## config.mk

```make
export PLATFORM = sky130hd
export DESIGN_NAME = keypad_tx_queue
export DESIGN_NICKNAME = d
export VERILOG_FILES = /design/src/rtl/keypad_pkg.sv /design/src/rtl/uart_tx_core.sv /design/src/rtl/keypad_tx_queue.sv
export SDC_FILE = /design/constraint.sdc
export NUM_CORES = 1
export LEC_CHECK = 0
export CELL_PAD_IN_SITES_DETAIL_PLACEMENT = 1
export CELL_PAD_IN_SITES_GLOBAL_PLACEMENT = 1
export CORE_MARGIN = 2
export CORE_UTILIZATION = 45
export CTS_CLUSTER_DIAMETER = 40
export DETAILED_ROUTE_END_ITERATION = 10
export PLACE_DENSITY = 0.79
export SYNTH_ARGS = -nofsm -noshare
export SYNTH_HDL_FRONTEND = slang
export SYNTH_SLANG_ARGS = --single-unit
```

## constraint.sdc

```tcl
create_clock -name sysclk -period 3.1 [get_ports sysclk]
set_input_delay 0.93 -clock sysclk [delete_from_list [all_inputs] [get_ports sysclk]]
set_output_delay 0.93 -clock sysclk [all_outputs]
set_load 0.005 [all_outputs]
```

## src/rtl/keypad_pkg.sv

```systemverilog
// Shared definitions for the keypad serial transmitter: transmitter state
// encoding, ASCII base codes and the key-code to character mapping.
// Optional build macro: KEYPAD_TX_PARITY_EN adds the PARITY state.
package keypad_pkg;

    // First character of the digit run ('0') and of the letter run ('A').
    localparam logic [7:0] ASCII_DIGIT_BASE = 8'h30;
    localparam logic [7:0] ASCII_ALPHA_BASE = 8'h41;

    // Transmitter states; PARITY only exists when the parity bit is built in.
`ifdef KEYPAD_TX_PARITY_EN
    typedef enum logic [2:0] {
        TX_IDLE,
        TX_START,
        TX_DATA,
        TX_PARITY,
        TX_STOP
    } tx_state_t;
`else
    typedef enum logic [1:0] {
        TX_IDLE,
        TX_START,
        TX_DATA,
        TX_STOP
    } tx_state_t;
`endif

    // Key codes 0..9 become '0'..'9', codes 10..15 become 'A'..'F'.
    function automatic logic [7:0] key_to_ascii(input logic [3:0] code);
        logic [7:0] code_ext;
        code_ext = {4'b0000, code};
        if (code < 4'd10) begin
            return ASCII_DIGIT_BASE + code_ext;
        end
        return ASCII_ALPHA_BASE + code_ext - 8'd10;
    endfunction

endpackage

```

## src/rtl/uart_tx_core.sv

```systemverilog
// Serialiser: start bit, 8 data bits LSB first, optional even-parity bit,
// STOP_BITS stop bits. A byte is accepted through a valid/ready handshake
// while idle or on the final cycle of the last stop bit, so queued bytes
// go out back to back without an idle gap.
// Optional build macro: KEYPAD_TX_PARITY_EN inserts the parity bit.
module uart_tx_core
    import keypad_pkg::*;
#(
    parameter int CLKS_PER_BIT = 5208,
    parameter int STOP_BITS    = 1
) (
    input  logic       sysclk,
    input  logic       rst_n,
    input  logic       load_valid,
    output logic       load_ready,
    input  logic [7:0] load_data,
    output logic       out,
    output logic       busy
);

    localparam int              TW         = $clog2(CLKS_PER_BIT);
    localparam logic [TW-1:0]   TIMER_LAST = TW'(CLKS_PER_BIT - 1);
    localparam logic            STOP_LAST  = 1'(STOP_BITS - 1);

    tx_state_t     state_reg, state_next;
    logic [TW-1:0] timer_reg, timer_next;
    logic [2:0]    bit_idx_reg, bit_idx_next;
    logic          stop_idx_reg, stop_idx_next;
    logic [7:0]    shift_reg, shift_next;
    logic          out_reg, out_next;
`ifdef KEYPAD_TX_PARITY_EN
    logic          parity_reg, parity_next;
`endif

    logic tick;
    logic load_fire;

    // The bit timer reaches its last count on the final cycle of every bit.
    assign tick = (timer_reg == TIMER_LAST);

    // Ready while idle, or exactly when the last stop bit is finishing.
    assign load_ready = (state_reg == TX_IDLE) ||
                        ((state_reg == TX_STOP) && tick && (stop_idx_reg == STOP_LAST));
    assign load_fire  = load_valid && load_ready;

    // Next-state, bit timing and line level for the following cycle.
    always_comb begin
        state_next    = state_reg;
        timer_next    = timer_reg;
        bit_idx_next  = bit_idx_reg;
        stop_idx_next = stop_idx_reg;
        shift_next    = shift_reg;
        out_next      = out_reg;
`ifdef KEYPAD_TX_PARITY_EN
        parity_next   = parity_reg;
`endif

        if (state_reg != TX_IDLE) begin
            timer_next = tick ? '0 : timer_reg + 1'b1;
        end

        case (state_reg)
            TX_IDLE: begin
                out_next = 1'b1;
            end
            TX_START: begin
                if (tick) begin
                    state_next   = TX_DATA;
                    bit_idx_next = 3'd0;
                    out_next     = shift_reg[0];
                end
            end
            TX_DATA: begin
                if (tick) begin
                    shift_next   = {1'b0, shift_reg[7:1]};
                    bit_idx_next = bit_idx_reg + 3'd1;
                    if (bit_idx_reg == 3'd7) begin
`ifdef KEYPAD_TX_PARITY_EN
                        state_next = TX_PARITY;
                        out_next   = parity_reg;
`else
                        state_next    = TX_STOP;
                        stop_idx_next = 1'b0;
                        out_next      = 1'b1;
`endif
                    end else begin
                        out_next = shift_reg[1];
                    end
                end
            end
`ifdef KEYPAD_TX_PARITY_EN
            TX_PARITY: begin
                if (tick) begin
                    state_next    = TX_STOP;
                    stop_idx_next = 1'b0;
                    out_next      = 1'b1;
                end
            end
`endif
            TX_STOP: begin
                if (tick) begin
                    if (stop_idx_reg == STOP_LAST) begin
                        state_next = TX_IDLE;
                        out_next   = 1'b1;
                    end else begin
                        stop_idx_next = stop_idx_reg + 1'b1;
                    end
                end
            end
            default: begin
                state_next = TX_IDLE;
                out_next   = 1'b1;
            end
        endcase

        // Taking a new byte overrides whatever the state above decided.
        if (load_fire) begin
            state_next  = TX_START;
            timer_next  = '0;
            shift_next  = load_data;
            out_next    = 1'b0;
`ifdef KEYPAD_TX_PARITY_EN
            parity_next = ^load_data;
`endif
        end
    end

    // State register; reset aborts any frame and forces the line idle high.
    always_ff @(posedge sysclk) begin
        if (!rst_n) begin
            state_reg    <= TX_IDLE;
            timer_reg    <= '0;
            bit_idx_reg  <= 3'd0;
            stop_idx_reg <= 1'b0;
            shift_reg    <= 8'd0;
            out_reg      <= 1'b1;
`ifdef KEYPAD_TX_PARITY_EN
            parity_reg   <= 1'b0;
`endif
        end else begin
            state_reg    <= state_next;
            timer_reg    <= timer_next;
            bit_idx_reg  <= bit_idx_next;
            stop_idx_reg <= stop_idx_next;
            shift_reg    <= shift_next;
            out_reg      <= out_next;
`ifdef KEYPAD_TX_PARITY_EN
            parity_reg   <= parity_next;
`endif
        end
    end

    assign out  = out_reg;
    assign busy = (state_reg != TX_IDLE);

endmodule

```

## src/rtl/keypad_tx_queue.sv

```systemverilog
// Keypad-to-serial front end: detects button presses, maps the 4-bit key
// code to an ASCII character, queues characters in a circular FIFO and
// feeds them to the serialiser.
// Optional build macro: KEYPAD_TX_PARITY_EN (passed through to the frame).
module keypad_tx_queue
    import keypad_pkg::*;
#(
    parameter int CLKS_PER_BIT = 5208,
    parameter int DEPTH        = 8,
    parameter int STOP_BITS    = 1
) (
    input  logic       sysclk,
    input  logic       rst_n,
    input  logic [3:0] sw,
    input  logic       btn_deb,
    output logic       out,
    output logic       busy,
    output logic       full,
    output logic       overflow
);

    localparam int AW = $clog2(DEPTH);
    localparam int CW = AW + 1;

    logic                  btn_prev_reg;
    logic [AW-1:0]         wr_ptr_reg;
    logic [AW-1:0]         rd_ptr_reg;
    logic [CW-1:0]         count_reg;
    logic                  overflow_reg;

    logic                  push_edge;
    logic [7:0]            push_char;
    logic                  fifo_empty;
    logic                  fifo_full;
    logic                  pop;
    logic                  wr_en;
    logic [DEPTH-1:0][7:0] slot_data;
    logic [7:0]            head_char;
    logic                  core_ready;
    logic                  core_busy;

    // A press is a low-to-high change against the registered level; the key
    // code is captured in that same cycle.
    assign push_edge = btn_deb && !btn_prev_reg;
    assign push_char = key_to_ascii(sw);

    assign fifo_empty = (count_reg == '0);
    assign fifo_full  = (count_reg == CW'(DEPTH));
    assign pop        = core_ready && !fifo_empty;
    // When full, a press still fits if the head leaves in the same cycle.
    assign wr_en      = push_edge && (!fifo_full || pop);

    // One register per FIFO slot; the head is read combinationally so the
    // serialiser can take it in the cycle it is offered.
    for (genvar gi = 0; gi < DEPTH; gi++) begin : g_slot
        logic [7:0] slot_reg;

        // Store the new character when this slot is the write target.
        always_ff @(posedge sysclk) begin
            if (wr_en && (wr_ptr_reg == AW'(gi))) begin
                slot_reg <= push_char;
            end
        end

        assign slot_data[gi] = slot_reg;
    end

    assign head_char = slot_data[rd_ptr_reg];

    // Edge register, circular pointers, occupancy and sticky overflow.
    always_ff @(posedge sysclk) begin
        if (!rst_n) begin
            btn_prev_reg <= 1'b1;
            wr_ptr_reg   <= '0;
            rd_ptr_reg   <= '0;
            count_reg    <= '0;
            overflow_reg <= 1'b0;
        end else begin
            btn_prev_reg <= btn_deb;
            if (wr_en) begin
                wr_ptr_reg <= wr_ptr_reg + 1'b1;
            end
            if (pop) begin
                rd_ptr_reg <= rd_ptr_reg + 1'b1;
            end
            if (wr_en && !pop) begin
                count_reg <= count_reg + 1'b1;
            end else if (pop && !wr_en) begin
                count_reg <= count_reg - 1'b1;
            end
            if (push_edge && !wr_en) begin
                overflow_reg <= 1'b1;
            end
        end
    end

    uart_tx_core #(
        .CLKS_PER_BIT (CLKS_PER_BIT),
        .STOP_BITS    (STOP_BITS)
    ) u_core (
        .sysclk     (sysclk),
        .rst_n      (rst_n),
        .load_valid (!fifo_empty),
        .load_ready (core_ready),
        .load_data  (head_char),
        .out        (out),
        .busy       (core_busy)
    );

    assign busy     = core_busy || !fifo_empty;
    assign full     = fifo_full;
    assign overflow = overflow_reg;

endmodule

```

==> flow_summary_export.csv, run 1 <==
group,metric,value,unit
cts,cts_buffers,9,
setup_path,startpoint_type,"register",
finish,largest_reg_flops,56,
routing,vias_per_cell,5.265,
setup_path,cpPeakStageDelay,0.50,ns
floorplanning,row_count,35,
setup_path,critPathRequiredTime,2.17,ns
place,gp_congestion,0.8105,
setup_path,crit_chain,"inv_1 > ha_1 > buf_4 > nand2_1 > clkdlybuf4s50_1",
timing,rsz0062_at_grt,"no",
power,peakVddDrop,0.0003184,V
cts,clock-sinks,94,
logic_synthesis,synthesis.area,4282,um^2
finish,n_fill_cell,974,
floorplanning,core-area,9240,um^2
setup_path,path_max_fanout,8,
setup_path,cp_slowest_cell,"clkdlybuf4s50_1",
cts,post_cts.repair.setup_buffers,0,
finish,fin_util,51.13,%
setup_path,crit_type,"reg -> out",
routing,ant_nets,0,
global_route,grt_pass1_vias,2734,
global_route,grt-ovfl-total,0,
cts,clock_latency,0.36,ns
power,finalPower,0.003120,W
timing,maxSlewHeadroom,52.76,%
finish,drive_gt1_share,14.13,%
run,maxCapViolations,0,
routing,drc,0,
floorplanning,io-pin-count,11,
cts,post_cts_resized,0,
routing,vias,2580,
global_route,grt_pass1_wl,13920,um
finish,antenna-diode-count,0,
timing,min_period_over_period,91.67,%
cts,clkSlewWorstSetupHoldPaths,0.10,ns
finish,nNetsFinal,385,
worst_hold_path,hold_class,"reg -> reg",
setup_path,r2r_cells,13,
logic_synthesis,netlist_instances,339,
floorplanning,die_x,101.5,um
place,placed_cells,475,
logic_synthesis,synth_cell_type_count,48,
cts,cts_root_buf,"clkbuf_8",
finish,finalNonFillerCells,490,
routing,first_iter_violations,92,
routing,dr.pass1.iters,4,
logic_synthesis,ys_ff_latch,94,
cts,ctsHoldBuffers,0,
floorplanning,start_util,46.34,%
timing,finalSetupTns,0,ns
logic_synthesis,syn_nets,367,
timing,setup_violations,0,
routing,wl_per_cell,17.09,um
global_route,grt_max_degree,17,
place,dp_hpwl,6006,um
power,power_leakage,1.705,nW
timing,max_freq,0.3519,GHz
timing,finalCriticalPeriod,2.842,ns
setup_path,cp-end-kind,"primary output",
timing,hold_viol_final,0,
power,p_per_area,660.4,nW/um^2
worst_hold_path,whs_path_depth,1,
setup_path,arrival,1.91,ns
setup_path,r2r_slack,0.26,ns
logic_synthesis,syn_avg_cell_area,12.63,um^2
timing,finClkSkew,0.01259,ns
floorplanning,fp.dieArea,10310,um^2
floorplanning,fp.dieH,101.5,um
logic_synthesis,yosysWarnings,0,
routing,drt-total-wl,8372,um
timing,slew_viol_final,0,
global_route,track_usage,17.96,%
logic_synthesis,seq_area_frac_synth,57.04,%
outcome,outcome,"complete, no violations",
timing,worst_slew_pin_slew,0.7076,ns
place,io_buffers,10,
cts,cts_tree,"done",
cts,htree_levels,3,
cts,cts.path.max_buffers,2,
global_route,antenna_found_initial,0,
finish,area_delta_synth_final,10.34,%
-- per-layer routing --
layer,vias to the layer above,GRT usage [%],share of wire [%]
li1,1262,-,-
met1,1280,22.46,45
met2,28,30.82,52
met3,10,4.348,2.5
met4,0,5.613,1.2
met5,-,0,0
-- metrics by stage --
| stage | instance area [um^2] | hold WS, ns | worst slack (ns) |
|---|---|---|---|
| finish | 4725 | 0.4784 | 0.2583 |
| global route | 4725 | 0.4921 | 0.05295 |
| CTS | 4715 | 0.4858 | 0.1165 |
| detailed placement | 4543 | 0.4617 | -0.1051 |
| global placement | 4543 | 0.4449 | 0.03430 |
| floorplan | 4282 | 0.4642 | 0.2938 |
-- layout by cell type (no fill, tap or decap), types with 2 or more instances in the layout --
cell type,instances
edfxtp_1,56
nand2_1,37
dfxtp_1,36
nor2_1,19
ha_1,19
and3_1,18
nand3_1,17
mux4_2,14
inv_1,13
xnor2_1,11
clkdlybuf4s50_1,10
buf_4,10
o21ai_0,9
mux2i_1,9
clkbuf_8,9
and2_1,7
xor2_1,6
nor2b_1,5
nand2b_1,4
nand4_1,4
a21oi_1,4
a21oi_2,3
nor4_1,2
or3_1,2
a21o_1,2
a21boi_0,2
o21a_1,2
a211oi_1,2
a22oi_1,2
nor3_1,2
clkinvlp_4,2
dfxtp_2,2
-- power by group --
part,internal [W],switching [W],total (W),leakage (nW)
logic,0.000427,0.000444,0.000871,0.806
registers,0.00142,0.000105,0.00152,0.817
clock network,0.000294,0.000431,0.000726,0.0813
-- area by class of cell --
cell class                 instances  area, um^2  area share (%)
tap                              129       161.4           3.416
clock buffer                       9       123.9           2.622
inverter                          14       52.55           1.112
clock inverter                     6       47.55           1.006
multi-input combinational        218        1719           36.39
sequential                        94        2445           51.75
timing repair buffer              20       175.2           3.708
-- worst paths after layout --
| kind | start | end |
|---|---|---|
| hold reg to reg | overflow | overflow |
| hold / removal | overflow | overflow |
| setup / recovery | u_core.state_reg[0] | busy |
| setup reg to reg | u_core.timer_reg[0] | count_reg[3] |
-- worst max-delay path: cells and delay by family (launching register included) --
kind                     cells  cell delay [ns]
AND/OR/NAND/NOR              1             0.06
adder cells (fa/ha/maj)      1             0.24
buffers and inverters        3             0.81
flip-flops                   1             0.45
-- cells by family after synthesis --
| family | after synthesis | share of synthesized area [%] |
|---|---|---|
| buf+inv | 27 | 2.980 |
| xor+xnor | 17 | 3.477 |
| simple gates | 124 | 15.20 |
| flops | 94 | 57.04 |
| compound gates | 33 | 5.522 |
| mux | 23 | 9.468 |
| fa+ha+maj | 21 | 6.312 |
-- synth_stat cells, drive strengths merged --
library cell,number,area share (%)
a211oi,3,0.64
a21boi,2,0.35
a21o,2,0.35
a21oi,7,0.99
a22oi,2,0.35
a311o,1,0.23
a31oi,1,0.15
and2,7,1.0
and3,18,2.6
and3b,1,0.20
and4b,1,0.23
and4bb,1,0.29
buf,9,1.4
clkbuf,4,0.35
dfxtp,38,18
edfxtp,56,39
fa,1,0.47
ha,20,5.8
inv,14,1.2
mux2i,9,2.1
mux4,14,7.4
nand2,37,3.2
nand2b,4,0.58
nand3,17,2.0
nand4,5,0.88
nor2,20,1.8
nor2b,5,0.73
nor3,2,0.23
nor4,2,0.29
nor4b,2,0.76
o211a,1,0.23
o211ai,1,0.50
o21a,2,0.35
o21ai,10,1.2
o41ai,1,0.20
or3,2,0.29
xnor2,11,2.3
xor2,6,1.2
(Power assumes the default switching activity.)
==> run 2: changes to the inputs <==
HOLD_SLACK_MARGIN = 0.06   (was default)
==> results of run 2 <==
The final DEF is identical to that of run 1; final timing and power are the same.
==> run 3: changes to the inputs <==
SKIP_LAST_GASP = 1   (was default)
==> results of run 3 <==
The final DEF is identical to that of run 1; final timing and power are the same.
